## src/rtl/lsu_pkg.sv

```systemverilog
// lsu_pkg: funct3 codes, FSM states and lane/legality helpers for the load/store unit
package lsu_pkg;
  localparam logic [2:0] LSU_B  = 3'b000;
  localparam logic [2:0] LSU_H  = 3'b001;
  localparam logic [2:0] LSU_W  = 3'b010;
  localparam logic [2:0] LSU_BU = 3'b100;
  localparam logic [2:0] LSU_HU = 3'b101;
  typedef enum logic [1:0] {IDLE, ACCESS, DONE} lsu_state_e;
  // Legal and naturally aligned; unsigned widths only exist for loads
  function automatic logic lsu_ok(input logic wren, input logic [2:0] f3, input logic [1:0] a);
    return f3 == LSU_B  ? 1'b1 :
           f3 == LSU_BU ? !wren :
           f3 == LSU_H  ? !a[0] :
           f3 == LSU_HU ? !wren && !a[0] :
           f3 == LSU_W  ? a == 2'b00 : 1'b0;
  endfunction
  function automatic logic [3:0] lsu_bmask(input logic [1:0] sz, input logic [1:0] a);
    return sz == 2'b00 ? 4'b0001 << a : sz == 2'b01 ? 4'b0011 << {a[1], 1'b0} : 4'b1111;
  endfunction
  function automatic logic [31:0] lsu_wrep(input logic [1:0] sz, input logic [31:0] d);
    return sz == 2'b00 ? {4{d[7:0]}} : sz == 2'b01 ? {2{d[15:0]}} : d;
  endfunction
endpackage

```

## src/rtl/lsu_ctrl_if.sv

```systemverilog
// lsu_ctrl_if: data-memory req/ack bus between the LSU and memory
interface lsu_ctrl_if;
  logic        mem_req;
  logic        mem_we;
  logic [31:0] mem_addr;
  logic [3:0]  mem_bmask;
  logic [31:0] mem_wdata;
  logic        mem_ack;
  logic [31:0] mem_rdata;
  modport master (output mem_req, mem_we, mem_addr, mem_bmask, mem_wdata, input mem_ack, mem_rdata);
  modport slave (input mem_req, mem_we, mem_addr, mem_bmask, mem_wdata, output mem_ack, mem_rdata);
endinterface

```

## src/rtl/lsu_load_align.sv

```systemverilog
// lsu_load_align: picks the addressed byte/half from a memory word and extends it
module lsu_load_align
  import lsu_pkg::*;
(
  input  logic [31:0] i_word,
  input  logic [1:0]  i_ofs,
  input  logic [2:0]  i_funct3,
  output logic [31:0] o_data
);
  logic [7:0]  b;
  logic [15:0] h;
  assign b = i_ofs == 2'd0 ? i_word[7:0] : i_ofs == 2'd1 ? i_word[15:8] :
             i_ofs == 2'd2 ? i_word[23:16] : i_word[31:24];
  assign h = i_ofs[1] ? i_word[31:16] : i_word[15:0];
  assign o_data = i_funct3 == LSU_B  ? {{24{b[7]}}, b} :
                  i_funct3 == LSU_BU ? {24'b0, b} :
                  i_funct3 == LSU_H  ? {{16{h[15]}}, h} :
                  i_funct3 == LSU_HU ? {16'b0, h} : i_word;
endmodule

```

## src/rtl/lsu_ctrl.sv

```systemverilog
// lsu_ctrl: load/store control stage running one req/ack bus transaction per op
module lsu_ctrl
  import lsu_pkg::*;
#(
  parameter int unsigned TIMEOUT_CYC = 255
) (
  input  logic        i_clk,
  input  logic        i_reset,
  input  logic        i_lsu_valid,
  input  logic        i_lsu_wren,
  input  logic [2:0]  i_lsu_funct3,
  input  logic [31:0] i_lsu_addr,
  input  logic [31:0] i_lsu_wdata,
  output logic        o_lsu_ready,
  output logic        o_lsu_done,
  output logic [31:0] o_lsu_rdata,
  output logic        o_lsu_misalign,
  output logic        o_lsu_buserr,
  lsu_ctrl_if.master  mem
);
  localparam int CW = TIMEOUT_CYC > 0 ? $clog2(TIMEOUT_CYC + 1) : 1;
  lsu_state_e  state_q, state_d;
  logic [31:0] addr_q, addr_d, wdata_q, wdata_d, word_q, word_d, ext;
  logic [2:0]  f3_q, f3_d;
  logic        wren_q, wren_d, mis_q, mis_d, berr_q, berr_d;
  logic [CW-1:0] cnt_q, cnt_d;
  logic        ok, take, acc, tmo;
  assign ok   = lsu_ok(i_lsu_wren, i_lsu_funct3, i_lsu_addr[1:0]);
  assign take = i_lsu_valid && state_q == IDLE;
  assign acc  = state_q == ACCESS;
  assign tmo  = TIMEOUT_CYC != 0 && cnt_q + 1'b1 == CW'(TIMEOUT_CYC);
  // Next-state: accept in IDLE, wait for ack or timeout in ACCESS, one-cycle DONE
  always_comb begin
    state_d = state_q;
    addr_d  = addr_q;
    wdata_d = wdata_q;
    f3_d    = f3_q;
    wren_d  = wren_q;
    word_d  = word_q;
    mis_d   = mis_q;
    berr_d  = berr_q;
    cnt_d   = cnt_q;
    if (take) begin
      addr_d  = i_lsu_addr;
      wdata_d = i_lsu_wdata;
      f3_d    = i_lsu_funct3;
      wren_d  = i_lsu_wren;
      mis_d   = !ok;
      berr_d  = 1'b0;
      cnt_d   = '0;
      state_d = ok ? ACCESS : DONE;
    end else if (acc) begin
      if (mem.mem_ack) begin
        word_d  = mem.mem_rdata;
        state_d = DONE;
      end else if (tmo) begin
        berr_d  = 1'b1;
        state_d = DONE;
      end else begin
        cnt_d = cnt_q + 1'b1;
      end
    end else if (state_q == DONE) begin
      state_d = IDLE;
    end
  end
  // State and operand registers; reset discards any op in flight
  always_ff @(posedge i_clk) begin
    if (i_reset) begin
      state_q <= IDLE;
      addr_q  <= '0;
      wdata_q <= '0;
      f3_q    <= '0;
      wren_q  <= 1'b0;
      word_q  <= '0;
      mis_q   <= 1'b0;
      berr_q  <= 1'b0;
      cnt_q   <= '0;
    end else begin
      state_q <= state_d;
      addr_q  <= addr_d;
      wdata_q <= wdata_d;
      f3_q    <= f3_d;
      wren_q  <= wren_d;
      word_q  <= word_d;
      mis_q   <= mis_d;
      berr_q  <= berr_d;
      cnt_q   <= cnt_d;
    end
  end
  lsu_load_align u_align (
    .i_word   (word_q),
    .i_ofs    (addr_q[1:0]),
    .i_funct3 (f3_q),
    .o_data   (ext)
  );
  assign o_lsu_ready    = state_q == IDLE;
  assign o_lsu_done     = state_q == DONE;
  assign o_lsu_misalign = o_lsu_done && mis_q;
  assign o_lsu_buserr   = o_lsu_done && berr_q;
  assign o_lsu_rdata    = o_lsu_done && !mis_q && !berr_q && !wren_q ? ext : '0;
  assign mem.mem_req    = acc;
  assign mem.mem_we     = acc && wren_q;
  assign mem.mem_addr   = acc ? {addr_q[31:2], 2'b00} : '0;
  assign mem.mem_bmask  = acc ? lsu_bmask(f3_q[1:0], addr_q[1:0]) : '0;
  assign mem.mem_wdata  = acc && wren_q ? lsu_wrep(f3_q[1:0], wdata_q) : '0;
endmodule

```

## src/flat_wrapper.sv

```systemverilog
// flat-port wrapper written by rule: the top's interface ports become plain ports
module lsu_ctrl_flat import lsu_pkg::*;
#(
  parameter int unsigned TIMEOUT_CYC = 255
)
  (i_clk, i_reset, i_lsu_valid, i_lsu_wren, i_lsu_funct3, i_lsu_addr, i_lsu_wdata, o_lsu_ready, o_lsu_done, o_lsu_rdata, o_lsu_misalign, o_lsu_buserr, mem_mem_req, mem_mem_we, mem_mem_addr, mem_mem_bmask, mem_mem_wdata, mem_mem_ack, mem_mem_rdata);
  lsu_ctrl_if mem_i ();
  input  logic i_clk;
  input  logic i_reset;
  input  logic i_lsu_valid;
  input  logic i_lsu_wren;
  input  logic [2:0] i_lsu_funct3;
  input  logic [31:0] i_lsu_addr;
  input  logic [31:0] i_lsu_wdata;
  output logic o_lsu_ready;
  output logic o_lsu_done;
  output logic [31:0] o_lsu_rdata;
  output logic o_lsu_misalign;
  output logic o_lsu_buserr;
  output wire logic [$bits(mem_i.mem_req)-1:0] mem_mem_req;
  output wire logic [$bits(mem_i.mem_we)-1:0] mem_mem_we;
  output wire logic [$bits(mem_i.mem_addr)-1:0] mem_mem_addr;
  output wire logic [$bits(mem_i.mem_bmask)-1:0] mem_mem_bmask;
  output wire logic [$bits(mem_i.mem_wdata)-1:0] mem_mem_wdata;
  input wire logic [$bits(mem_i.mem_ack)-1:0] mem_mem_ack;
  input wire logic [$bits(mem_i.mem_rdata)-1:0] mem_mem_rdata;
  assign mem_mem_req = mem_i.mem_req;
  assign mem_mem_we = mem_i.mem_we;
  assign mem_mem_addr = mem_i.mem_addr;
  assign mem_mem_bmask = mem_i.mem_bmask;
  assign mem_mem_wdata = mem_i.mem_wdata;
  assign mem_i.mem_ack = mem_mem_ack;
  assign mem_i.mem_rdata = mem_mem_rdata;
  lsu_ctrl #(.TIMEOUT_CYC(TIMEOUT_CYC)) u_core (.i_clk(i_clk), .i_reset(i_reset), .i_lsu_valid(i_lsu_valid), .i_lsu_wren(i_lsu_wren), .i_lsu_funct3(i_lsu_funct3), .i_lsu_addr(i_lsu_addr), .i_lsu_wdata(i_lsu_wdata), .o_lsu_ready(o_lsu_ready), .o_lsu_done(o_lsu_done), .o_lsu_rdata(o_lsu_rdata), .o_lsu_misalign(o_lsu_misalign), .o_lsu_buserr(o_lsu_buserr), .mem(mem_i));
endmodule
```

## config.mk

```make
export PLATFORM = sky130hd
export DESIGN_NAME = lsu_ctrl_flat
export DESIGN_NICKNAME = d
export VERILOG_FILES = /design/src/rtl/lsu_pkg.sv /design/src/rtl/lsu_ctrl_if.sv /design/src/rtl/lsu_load_align.sv /design/src/rtl/lsu_ctrl.sv /design/src/flat_wrapper.sv
export SDC_FILE = /design/constraint.sdc
export NUM_CORES = 1
export LEC_CHECK = 0
export ABC_AREA = 1
export ABC_CLOCK_PERIOD_IN_PS = 4320
export BUFFER_PORTS_ARGS = -buffer_cell sky130_fd_sc_hd__buf_2
export CORE_AREA = 2 2 107 187
export DETAILED_ROUTE_END_ITERATION = 12
export DIE_AREA = 0 0 109 189
export HOLD_SLACK_MARGIN = 0.02
export PLACE_DENSITY = 0.53
export SLEW_MARGIN = 20
export SYNTH_ARGS = -nofsm -noshare
export SYNTH_HDL_FRONTEND = slang
export SYNTH_SLANG_ARGS = --single-unit
```

## constraint.sdc

```tcl
create_clock -name i_clk -period 4.32 [get_ports i_clk]
set_clock_uncertainty 0.05 [all_clocks]
set_input_delay 0.432 -clock i_clk [delete_from_list [all_inputs] [get_ports i_clk]]
set_output_delay 0.432 -clock i_clk [all_outputs]
set_load 0.02 [all_outputs]
```

==> results of run 1 <==
-- Yosys cell counts (7+ instances only) --
cell and instances:
nand2_2 7, nand2_1 104, nand3_1 22, nor2_1 133, inv_1 104, o22ai_1 10, clkbuf_1 34, a21oi_1 141
o21ai_0 119, dfxtp_1 112, inv_2 10
-- cell type report --
class | instances | area (sq um) | share of cell area, %
multi-input cells | 576 | 2749 | 38.78
flip-flops and latches | 112 | 2242 | 31.63
repair buffers | 213 | 1081 | 15.25
inverters | 115 | 431.7 | 6.089
well taps | 241 | 301.5 | 4.253
clock buffers | 9 | 225.2 | 3.177
clock inverters | 7 | 53.80 | 0.7589
diodes | 2 | 5.005 | 0.07060
-- layout by cell type (no fill, tap or decap), types with 2 or more instances in the layout --
master / instances
nand2_2: 7
o21ai_0: 119
nand4_1: 3
nor2_1: 133
o21ai_1: 6
nand2_1: 103
nor2_4: 6
o221ai_1: 3
a221oi_1: 2
nand3_1: 22
inv_1: 103
conb_1: 2
a211oi_1: 3
dfxtp_1: 112
a21oi_1: 141
nor2_2: 4
nand2_4: 2
clkinv_4: 2
ha_1: 2
o22ai_1: 10
buf_4: 6
clkbuf_16: 9
a31oi_1: 2
inv_2: 11
clkinv_2: 2
diode_2: 2
buf_2: 207
inv_6: 3
-- per-layer routing --
metal / GRT usage, % / part of all wire [%] / up-vias
met5: 0 / 0.056 / -
met2: 34.88 / 53 / 187
met3: 4.165 / 5.9 / 33
li1: - / - / 3123
met4: 7.446 / 2.9 / 2
met1: 19.99 / 38 / 2742
-- stage by stage --
step	hold slack (ns)	cell area, sq um
after floorplan	0.3800	5642
after global placement	0.3913	6805
after detailed placement	0.3970	6805
after CTS	0.2665	7084
after global routing	0.2832	7087
final	0.2759	7089
-- logic make-up (layout without fill, tap and decap cells) --
family          Yosys count  after routing  synth area share [%]
flops                   112            112                 39.77
other cells               1              4               0.06651
compound gates          289            289                 26.76
fa+ha+maj                 2              2                0.4438
simple gates            283            283                 21.28
buf+inv                 166            344                 11.67
-- worst paths after layout --
| check | endpoint | depth (start not counted) | slack (ns) |
|---|---|---|---|
| worst max-delay path | o_lsu_rdata[22] | 7 | 0.81 |
| worst min-delay path | u_core.wdata_q[30]$_SDFFE_PP0P_ | 3 | 0.28 |
| worst max register to register | u_core.mis_q$_SDFFE_PP0P_ | 6 | 2.21 |
| worst min register to register | u_core.addr_q[3]$_SDFFE_PP0P_ | 2 | 0.40 |
-- registers in the layout, indices dropped and copies added, names as in the netlist --
register and cells:
u_core.f3_q 3, u_core.wdata_q 32, u_core.cnt_q 8, u_core.word_q 32, u_core.wren_q 1, u_core.addr_q 32, u_core.state_q 2, u_core.mis_q 1
u_core.berr_q 1
-- worst reg2reg max path: cells and delay by family, from the launching register on --
family	cells	cell delay [ns]
AO/OA/AOI/OAI	1	0.09
flip-flops	1	0.35
AND/OR/NAND/NOR	3	0.72
buffers and inverters	2	0.79
-- power breakdown --
group | internal, uW | total, uW | switching, uW
Sequential | 1110 | 1160 | 49.5
Combinational | 156 | 481 | 325
Clock | 399 | 817 | 418
==> run metrics, run 1 <==
reg-to-reg startpoint u_core.state_q[0]$_SDFFE_PP0P_; DRC violation count after routing 0; count of final setup violators 0; wire length reported by the detailed router a little under 20,000 microns; fin util between 30% and 40%; maximum single-stage delay on the critical path between 0.6 and 0.7 ns; element type at the critical path start flip-flop; Final HPWL DP 14,650 microns; Inserted Clock Buffers 9; post-CTS setup buffer count 0; Avg Synthesized Cell Area around 6.6 sq um; count of pins on the block boundary 210; NumNets Final 1,133; crit path cell chain nor2_4, inv_2, nor2_4, inv_2, o21ai_4, nor2_1, buf_2; standard-cell row count 67; count of mapped cells out of synthesis 853; post-detailed-route via-to-cell ratio about 4.8; initial cell density of the core 29.63%; first-pass iteration count of the detailed router 4; crit path buf inv count 3; largest cells by area after synthesis dfxtp_1 (40%), a21oi_1 (13%), o21ai_0 (11%); pre-CTS setup slack 1.186 ns; post-synthesis cell type with the largest combined area dfxtp_1; slowest CP cell dfxtp_1; detail-routed net length per standard cell about 15 microns; Final period util 81.21%; depth of the CTS H-tree 3; clock-pin slew reported for the worst setup and hold paths after clock tree synthesis 0.08 ns; critical path fanouts, max 24; summed negative setup slack over all endpoints 0 ns; CTS root buf clkbuf_16; Yosys warning count 0; Setup crit end kind output port; placeable core area 19,030 sq um; power density over the cells 346.0 nW/um^2; worst setup path startpoint u_core.f3_q[1]$_SDFFE_PP0P_; origin of the worst min-delay path i_lsu_wdata[30]; worst-skew pair later-pin latency 0.35 ns; Layout area overhead 25.74%; final critical-path required period roughly 3.5 ns; sum of internal, switching and leakage power 2453 uW; path type of the worst min-delay path in2reg; Layout Cells excl Fill 1,275; total leakage power 0.003311 uW; max-slew headroom at the worst pin 37.97%; vias after detailed routing between 6,000 and 7,000; count of cell types in the netlist 33; dominant delay contributor by cell family on the critical path simple AND/OR/NAND/NOR gates; clock tree from TritonCTS built; horizontal die dimension 109 microns; Max rail drop VDD 0.1972 mV; run status finished, final reports clean; Sink Count 112; share of flip-flops with an asynchronous set or reset 0%; smallest setup slack after layout 0.8119 ns; number of gates resized after CTS 0; final hold violation count 0; number of nets still failing antenna checks after routing 0; hold bufs inserted after CTS 0; flip-flop and latch count after synthesis roughly 110; Post-Synthesis Cell Area 5638 sq um; measured slew at the worst slew-check pin 0.9292 ns; required time of the critical path between 3 and 4 ns; Data arrival, critical path 3.03 ns; most frequently used flop master after synthesis dfxtp_1; die boundary height 189 microns; largest net degree at the start of global routing 65; fillcell total between 2,000 and 2,500; number of global-route vias before repair 5,774; weighted congestion at the end of routability-driven global placement 0.8381; share of layout cells above drive strength 1 25.39%; maximum capacitance violations 0; first-pass GRT wire length 30,040 microns; DR iter-0 viols 297; number of antenna violations at the first check in global routing 4; max-slew violation count 0; RSZ-0062 raised after global routing no; classification of the worst setup path reg2out; Longest Clk Path Bufs 2; Congestion Overflow GR 0; PortBufs 207; die footprint about 21,000 sq um; achievable clock frequency 0.2851 GHz; overall fraction of global-route tracks in use between 10% and 20%; sequential element share of the synthesized area 39.77%; total instance count after detailed placement 1,257; Post-synth EDFFs 0; portion of synthesized cell area occupied by the leading cell type 39.77%
Note: power is estimated with default switching activity, not from simulation.
==> run 2, diff against run 1 <==
--- a/config.mk
+++ b/config.mk
@@ -6,7 +6,7 @@
 export NUM_CORES = 1
 export LEC_CHECK = 0
 export ABC_AREA = 1
-export ABC_CLOCK_PERIOD_IN_PS = 4320
+export ABC_CLOCK_PERIOD_IN_PS = 3410
 export BUFFER_PORTS_ARGS = -buffer_cell sky130_fd_sc_hd__buf_2
 export CORE_AREA = 2 2 107 187
 export DETAILED_ROUTE_END_ITERATION = 12
==> constraint.sdc (replaced) <==
create_clock -name i_clk -period 3.41 [get_ports i_clk]
set_clock_uncertainty 0.05 [all_clocks]
set_input_delay 0.341 -clock i_clk [delete_from_list [all_inputs] [get_ports i_clk]]
set_output_delay 0.341 -clock i_clk [all_outputs]
set_load 0.02 [all_outputs]
==> run 2 against run 1 <==
Net effect: wire length down 0.73%; setup slack got worse by 0.49 ns; register-to-register slack got worse by 0.77 ns; critical path depth stayed put; flip-flop and latch count is the same; clock power grew 36%; global-route usage down 0.18 points; total power rose by 30%; sequential power increased by 25%; critical path type unchanged; critical endpoint is now o_lsu_rdata[8].
==> run metrics, run 2 (synthesis results as in run 1) <==
run status finished, final reports clean (unchanged); Setup crit end kind output port (unchanged); RSZ-0062 raised after global routing no (unchanged); number of nets still failing antenna checks after routing 0 (unchanged); worst hold path cell count 3 (unchanged); path type of the worst min-delay path in2reg (unchanged); initial cell density of the core 29.63% (unchanged); pre-CTS setup slack 0.7006 ns (was 1.186 ns); smallest setup slack after layout 0.3215 ns (was 0.8119 ns); overall fraction of global-route tracks in use 18.62% (was 18.80%); wire length reported by the detailed router 19,490 microns (was 19,640 microns); classification of the worst setup path reg2out (unchanged); weighted congestion at the end of routability-driven global placement 0.8545 (was 0.8381); element type at the critical path start flip-flop (unchanged); post-CTS setup buffer count 0 (unchanged); total instance count after detailed placement 1,258 (was 1,257); summed negative setup slack over all endpoints 0 ns (unchanged); final critical-path required period 3.088 ns; Final period util between 90% and 100%; reg-to-reg startpoint u_core.state_q[0]$_SDFFE_PP0P_ (unchanged); max-slew headroom at the worst pin 41.65% (was 37.97%); achievable clock frequency 0.3238 GHz; Sink Count 112 (unchanged); required time of the critical path 3.02 ns (was 3.84 ns); sum of internal, switching and leakage power 3181 uW (was 2453 uW); die footprint 20,600 sq um (unchanged); worst-skew pair later-pin latency 0.35 ns (about the same); standard-cell row count 67 (unchanged); hold bufs inserted after CTS 0 (unchanged); Critical R2R Capture u_core.state_q[1]$_SDFFE_PP0P_ (was u_core.mis_q$_SDFFE_PP0P_); fillcell total 2,132 (was 2,144); die boundary height 189 microns (unchanged); most frequent standard cell in the layout excluding fill and tap cells buf_2 (unchanged); power density over the cells 445.5 nW/um^2 (was 346.0 nW/um^2); largest net degree at the start of global routing 88 (was 65); registers with the most flip-flops u_core.addr_q x32, u_core.wdata_q x32, u_core.word_q x32 (unchanged); number of gates resized after CTS 0 (unchanged); clock-pin slew reported for the worst setup and hold paths after clock tree synthesis 0.08 ns (about the same); depth of the CTS H-tree 3 (unchanged); placeable core area 19,030 sq um (unchanged); end point of the worst hold path u_core.wdata_q[22]$_SDFFE_PP0P_ (was u_core.wdata_q[30]$_SDFFE_PP0P_); first-pass GRT wire length 29,740 microns (was 30,040 microns); worst setup path startpoint u_core.f3_q[0]$_SDFFE_PP0P_ (was u_core.f3_q[1]$_SDFFE_PP0P_); max-slew violation count 0 (unchanged); first-pass iteration count of the detailed router 6 (was 4); Inserted Clock Buffers 9 (unchanged); count of pins on the block boundary 210 (unchanged); Congestion Overflow GR 0 (unchanged); Data arrival, critical path 2.70 ns (was 3.03 ns); total leakage power 0.003329 uW (was 0.003311 uW); Max rail drop VDD 0.1975 mV (was 0.1972 mV); NumNets Final 1,134 (was 1,133); vias after detailed routing 6,085 (was 6,087); DR iter-0 viols 382 (was 297); number of global-route vias before repair 5,712 (was 5,774); detail-routed net length per standard cell 15.25 microns (was 15.40 microns); clock tree from TritonCTS built (unchanged); Final HPWL DP 14,570 microns (was 14,650 microns); PortBufs 207 (unchanged); Layout Cells excl Fill 1,278 (was 1,275); number of antenna violations at the first check in global routing 5 (was 4); horizontal die dimension 109 microns (unchanged); share of layout cells above drive strength 1 25.36% (was 25.39%); number of cells traversed by the worst register-to-register path 6 (unchanged); origin of the worst min-delay path i_lsu_wdata[22] (was i_lsu_wdata[30]); critical path fanouts, max 24 (unchanged); final hold violation count 0 (unchanged); Layout area overhead 26.65% (was 25.74%); most frequent cells in the layout buf_2 (207), a21oi_1 (141), nor2_1 (133) (unchanged); DRC violation count after routing 0 (unchanged); register-to-register setup slack 1.44 ns (was 2.21 ns); CTS root buf clkbuf_16 (unchanged); measured slew at the worst slew-check pin 0.8753 ns (was 0.9292 ns); maximum capacitance violations 0 (unchanged); count of final setup violators 0 (unchanged); post-detailed-route via-to-cell ratio 4.761 (was 4.774); Longest Clk Path Bufs 2 (unchanged); fin util 37.52% (was 37.25%)
==> run 2: layer usage <==
layer  wire, microns  GRT usage [%]  up-vias
met3            1099          3.580       18
li1                -              -     3115
met4             332          7.002        0
met2           10640          35.12      192
met1            7419          19.80     2760
met5               0              0        -
==> run 2: worst max-delay path by stage <==
stage	to	slack, ns
after floorplan	o_lsu_rdata[7]	1.30
after detailed placement	o_lsu_rdata[31]	0.70
after global placement	o_lsu_rdata[12]	0.76
final	o_lsu_rdata[8]	0.32
after CTS	o_lsu_rdata[15]	0.30
after global routing	o_lsu_rdata[31]	0.11
==> run 2: layout make-up <==
class,instances,area (sq um),area share (%)
multi-input cells,576,2758,38.62
flip-flops and latches,112,2242,31.40
repair buffers,214,1089,15.24
inverters,115,431.7,6.045
well taps,241,301.5,4.223
clock buffers,12,256.5,3.592
clock inverters,4,52.55,0.7359
diodes,4,10.01,0.1402
==> run 2: power breakdown <==
group          leakage, uW  total [uW]  internal, uW  switching (uW)
clock             0.000153        1110           613             493
sequential        0.000920        1450          1400            53.4
combinational      0.00226         621           199             422
==> run 2: per-stage QoR <==
| stage | hold slack [ns] | instance area, sq um |
|---|---|---|
| after CTS | 0.1849 | 7131 |
| after floorplan | 0.3800 | 5642 |
| after global routing | 0.2034 | 7136 |
| after detailed placement | 0.3946 | 6822 |
| after global placement | 0.3909 | 6813 |
| final | 0.1942 | 7141 |
==> run 2: worst max-delay path: stages (launching register included) <==
cell	delay, ns
dfxtp_1	0.43
nor2_4	0.30
inv_2	0.26
nor2_4	0.46
inv_2	0.14
o21ai_4	0.48
a21oi_1	0.09
buf_2	0.18
==> run 3, diff against run 2 <==
--- a/config.mk
+++ b/config.mk
@@ -8,11 +8,11 @@
 export ABC_AREA = 1
 export ABC_CLOCK_PERIOD_IN_PS = 3410
 export BUFFER_PORTS_ARGS = -buffer_cell sky130_fd_sc_hd__buf_2
-export CORE_AREA = 2 2 107 187
+export CORE_AREA = 2 2 93 163
 export DETAILED_ROUTE_END_ITERATION = 12
-export DIE_AREA = 0 0 109 189
+export DIE_AREA = 0 0 95 165
 export HOLD_SLACK_MARGIN = 0.02
-export PLACE_DENSITY = 0.53
+export PLACE_DENSITY = 0.67
 export SLEW_MARGIN = 20
 export SYNTH_ARGS = -nofsm -noshare
 export SYNTH_HDL_FRONTEND = slang
==> run 3 against run 2 <==
Net effect: wire length is 8.1% lower; sequential power about the same; clock power fell by 8%; combinational power fell by 1%; count of clock-buffer cells in the layout down 2; critical path type unchanged; critical endpoint is now mem_mem_wdata[31].
==> run metrics, run 3 (synthesis results as in run 1) <==
final hold violation count 0 (unchanged); placeable core area 14,300 sq um (was 19,030 sq um); maximum single-stage delay on the critical path 0.65 ns (was 0.48 ns); DRC violation count after routing 0 (unchanged); crit path buf inv count 5 (was 3); summed negative setup slack over all endpoints 0 ns (unchanged); end point of the worst hold path u_core.wdata_q[28]$_SDFFE_PP0P_ (was u_core.wdata_q[22]$_SDFFE_PP0P_); post-detailed-route via-to-cell ratio 4.994 (was 4.761); Internal Dissipation 2120 uW (was 2212 uW); number of global-route vias before repair 5,671 (was 5,712); required time of the critical path 3.02 ns (about the same); Final period util 85.32% (was 90.57%); slowest CP cell nand2_1 (was o21ai_4); die footprint 15,680 sq um (was 20,600 sq um); Switching Fraction 31.51% (was 30.45%); standard-cell row count 58 (was 67); number of nets still failing antenna checks after routing 0 (unchanged); number of antenna violations at the first check in global routing 3 (was 5); share of power burned in combinational logic 19.8% (was 19.5%); maximum capacitance violations 0 (unchanged); PortBufs 207 (unchanged); Layout area overhead 24.79% (was 26.65%); sw power 975.3 uW (was 968.4 uW); vias after detailed routing 6,078 (was 6,085); Congestion Overflow GR 0 (unchanged); largest net degree at the start of global routing 71 (was 88); share of layout cells above drive strength 1 25.53% (was 25.36%); achievable clock frequency 0.3437 GHz (was 0.3238 GHz); Max rail drop VDD 0.2084 mV (was 0.1975 mV); placed cell area 6744 sq um (was 6822 sq um); Sink Count 112 (unchanged); most frequent standard cell in the layout excluding fill and tap cells buf_2 (unchanged); count of pins on the block boundary 210 (unchanged); clock network fraction of design power 33.1% (was 34.8%); fillcell total 1,511 (was 2,132); wire length reported by the detailed router 17,920 microns (was 19,490 microns); origin of the worst min-delay path i_lsu_wdata[28] (was i_lsu_wdata[22]); NumNets Final 1,135 (was 1,134); final critical-path required period 2.909 ns (was 3.088 ns); worst hold path cell count 3 (unchanged); die boundary height 165 microns (was 189 microns); path type of the worst min-delay path in2reg (unchanged); element type at the critical path start flip-flop (unchanged); number of cells traversed by the worst register-to-register path 6 (unchanged); power density over the cells 440.0 nW/um^2 (was 445.5 nW/um^2); initial cell density of the core 39.44% (was 29.63%); clock tree from TritonCTS built (unchanged); worst-skew pair later-pin latency 0.35 ns (about the same); max-slew violation count 0 (unchanged); post-CTS setup buffer count 0 (unchanged); weighted congestion at the end of routability-driven global placement 0.9478 (was 0.8545); Setup crit end kind output port (unchanged); most frequent cells in the layout buf_2 (207), a21oi_1 (141), nor2_1 (133) (unchanged); Final HPWL DP 13,080 microns (was 14,570 microns); RSZ-0062 raised after global routing no (unchanged); hold bufs inserted after CTS 0 (unchanged); depth of the CTS H-tree 3 (unchanged); area occupied by registers 2242 sq um (unchanged); horizontal die dimension 95 microns (was 109 microns); DR iter-0 viols 330 (was 382); reg-to-reg startpoint u_core.state_q[0]$_SDFFE_PP0P_ (unchanged); number of gates resized after CTS 0 (unchanged); total leakage power 0.003312 uW (was 0.003329 uW); overall fraction of global-route tracks in use 22.76% (was 18.62%); summed area of non-filler cells in the final layout 7036 sq um (was 7141 sq um); clock-pin slew reported for the worst setup and hold paths after clock tree synthesis 0.08 ns (about the same); measured slew at the worst slew-check pin 0.8699 ns (was 0.8753 ns); area occupied by multi-input gates 2749 sq um (was 2758 sq um); Data arrival, critical path 2.52 ns (was 2.70 ns); Longest Clk Path Bufs 2 (unchanged); crit path cell chain inv_1, nand2_1, inv_2, nand2_1, clkinv_1, o21ai_0, inv_1, buf_2 (was nor2_4, inv_2, nor2_4, inv_2, o21ai_4, a21oi_1, buf_2); registers with the most flip-flops u_core.addr_q x32, u_core.wdata_q x32, u_core.word_q x32 (unchanged); run status finished, final reports clean (unchanged); max-slew headroom at the worst pin 41.87% (was 41.65%); Inserted Clock Buffers 9 (unchanged); classification of the worst setup path reg2out (unchanged); count of final setup violators 0 (unchanged); detail-routed net length per standard cell 14.72 microns (was 15.25 microns); first-pass GRT wire length 27,930 microns (was 29,740 microns); critical path fanouts, max 25 (was 24); dominant delay contributor by cell family on the critical path buffers and inverters (was simple AND/OR/NAND/NOR gates); register-to-register setup slack 1.08 ns (was 1.44 ns); first-pass iteration count of the detailed router 5 (was 6); sequential share of power 47.1% (was 45.7%); Critical R2R Capture u_core.mis_q$_SDFFE_PP0P_ (was u_core.state_q[1]$_SDFFE_PP0P_); CTS root buf clkbuf_16 (unchanged)
run 3: final cells by class:
cell class / count / area share (%)
antenna: 3 / 0.1067
clock buffer: 10 / 3.397
clock inverter: 6 / 0.6402
inverter: 115 / 6.136
multi-input combinational: 576 / 39.07
sequential: 112 / 31.87
tap: 180 / 3.201
timing repair buffer: 215 / 15.58
run 3: stage by stage:
stage          power [uW]  hold WS, ns  utilization (%)  worst slack (ns)  instances
2_1_floorplan        1897       0.3800                -             1.299        854
3_5_place_dp         2098       0.3921            47.17            0.8611       1198
5_1_grt              3268       0.1925            49.21            0.2564       1217
4_1_cts              3119       0.1760            49.16            0.4751       1214
6_report             3095       0.1870            49.21            0.5007       1217
3_3_place_gp         2094       0.3891            47.17            0.9136       1198
run 3: power by group through the flow:
stage               clock (uW)  combinational, uW  sequential (uW)
finish                    1020                612             1460
global route              1110                691             1470
CTS                       1050                611             1460
detailed placement           0                609             1490
global placement             0                607             1490
floorplan                    0                432             1470
run 3: worst max-delay path by stage:
stage,endpoint,startpoint,cells after the start
after global routing,mem_mem_wdata[31],u_core.state_q[1]$_SDFFE_PP0P_,8
final,mem_mem_wdata[31],u_core.state_q[1]$_SDFFE_PP0P_,8
after detailed placement,mem_mem_wdata[31],u_core.state_q[1]$_SDFFE_PP0P_,8
after global placement,mem_mem_wdata[31],u_core.state_q[1]$_SDFFE_PP0P_,8
after CTS,mem_mem_wdata[31],u_core.state_q[1]$_SDFFE_PP0P_,8
after floorplan,o_lsu_rdata[7],u_core.state_q[1]$_SDFFE_PP0P_,6
run 3: layer usage:
metal | GRT usage (%) | wire (microns) | up-vias
met5 | 0 | 0 | -
met3 | 4.836 | 1097 | 32
li1 | - | - | 3119
met2 | 40.30 | 9296 | 199
met1 | 26.03 | 6981 | 2728
met4 | 9.552 | 543 | 0
run 3: worst reg2reg max path: stages, from the launching register on:
cell     delay, ns
dfxtp_1       0.35
nor2_1        0.29
nand2_4       0.43
inv_2         0.57
nor2_1        0.17
inv_1         0.26
o21ai_1       0.09
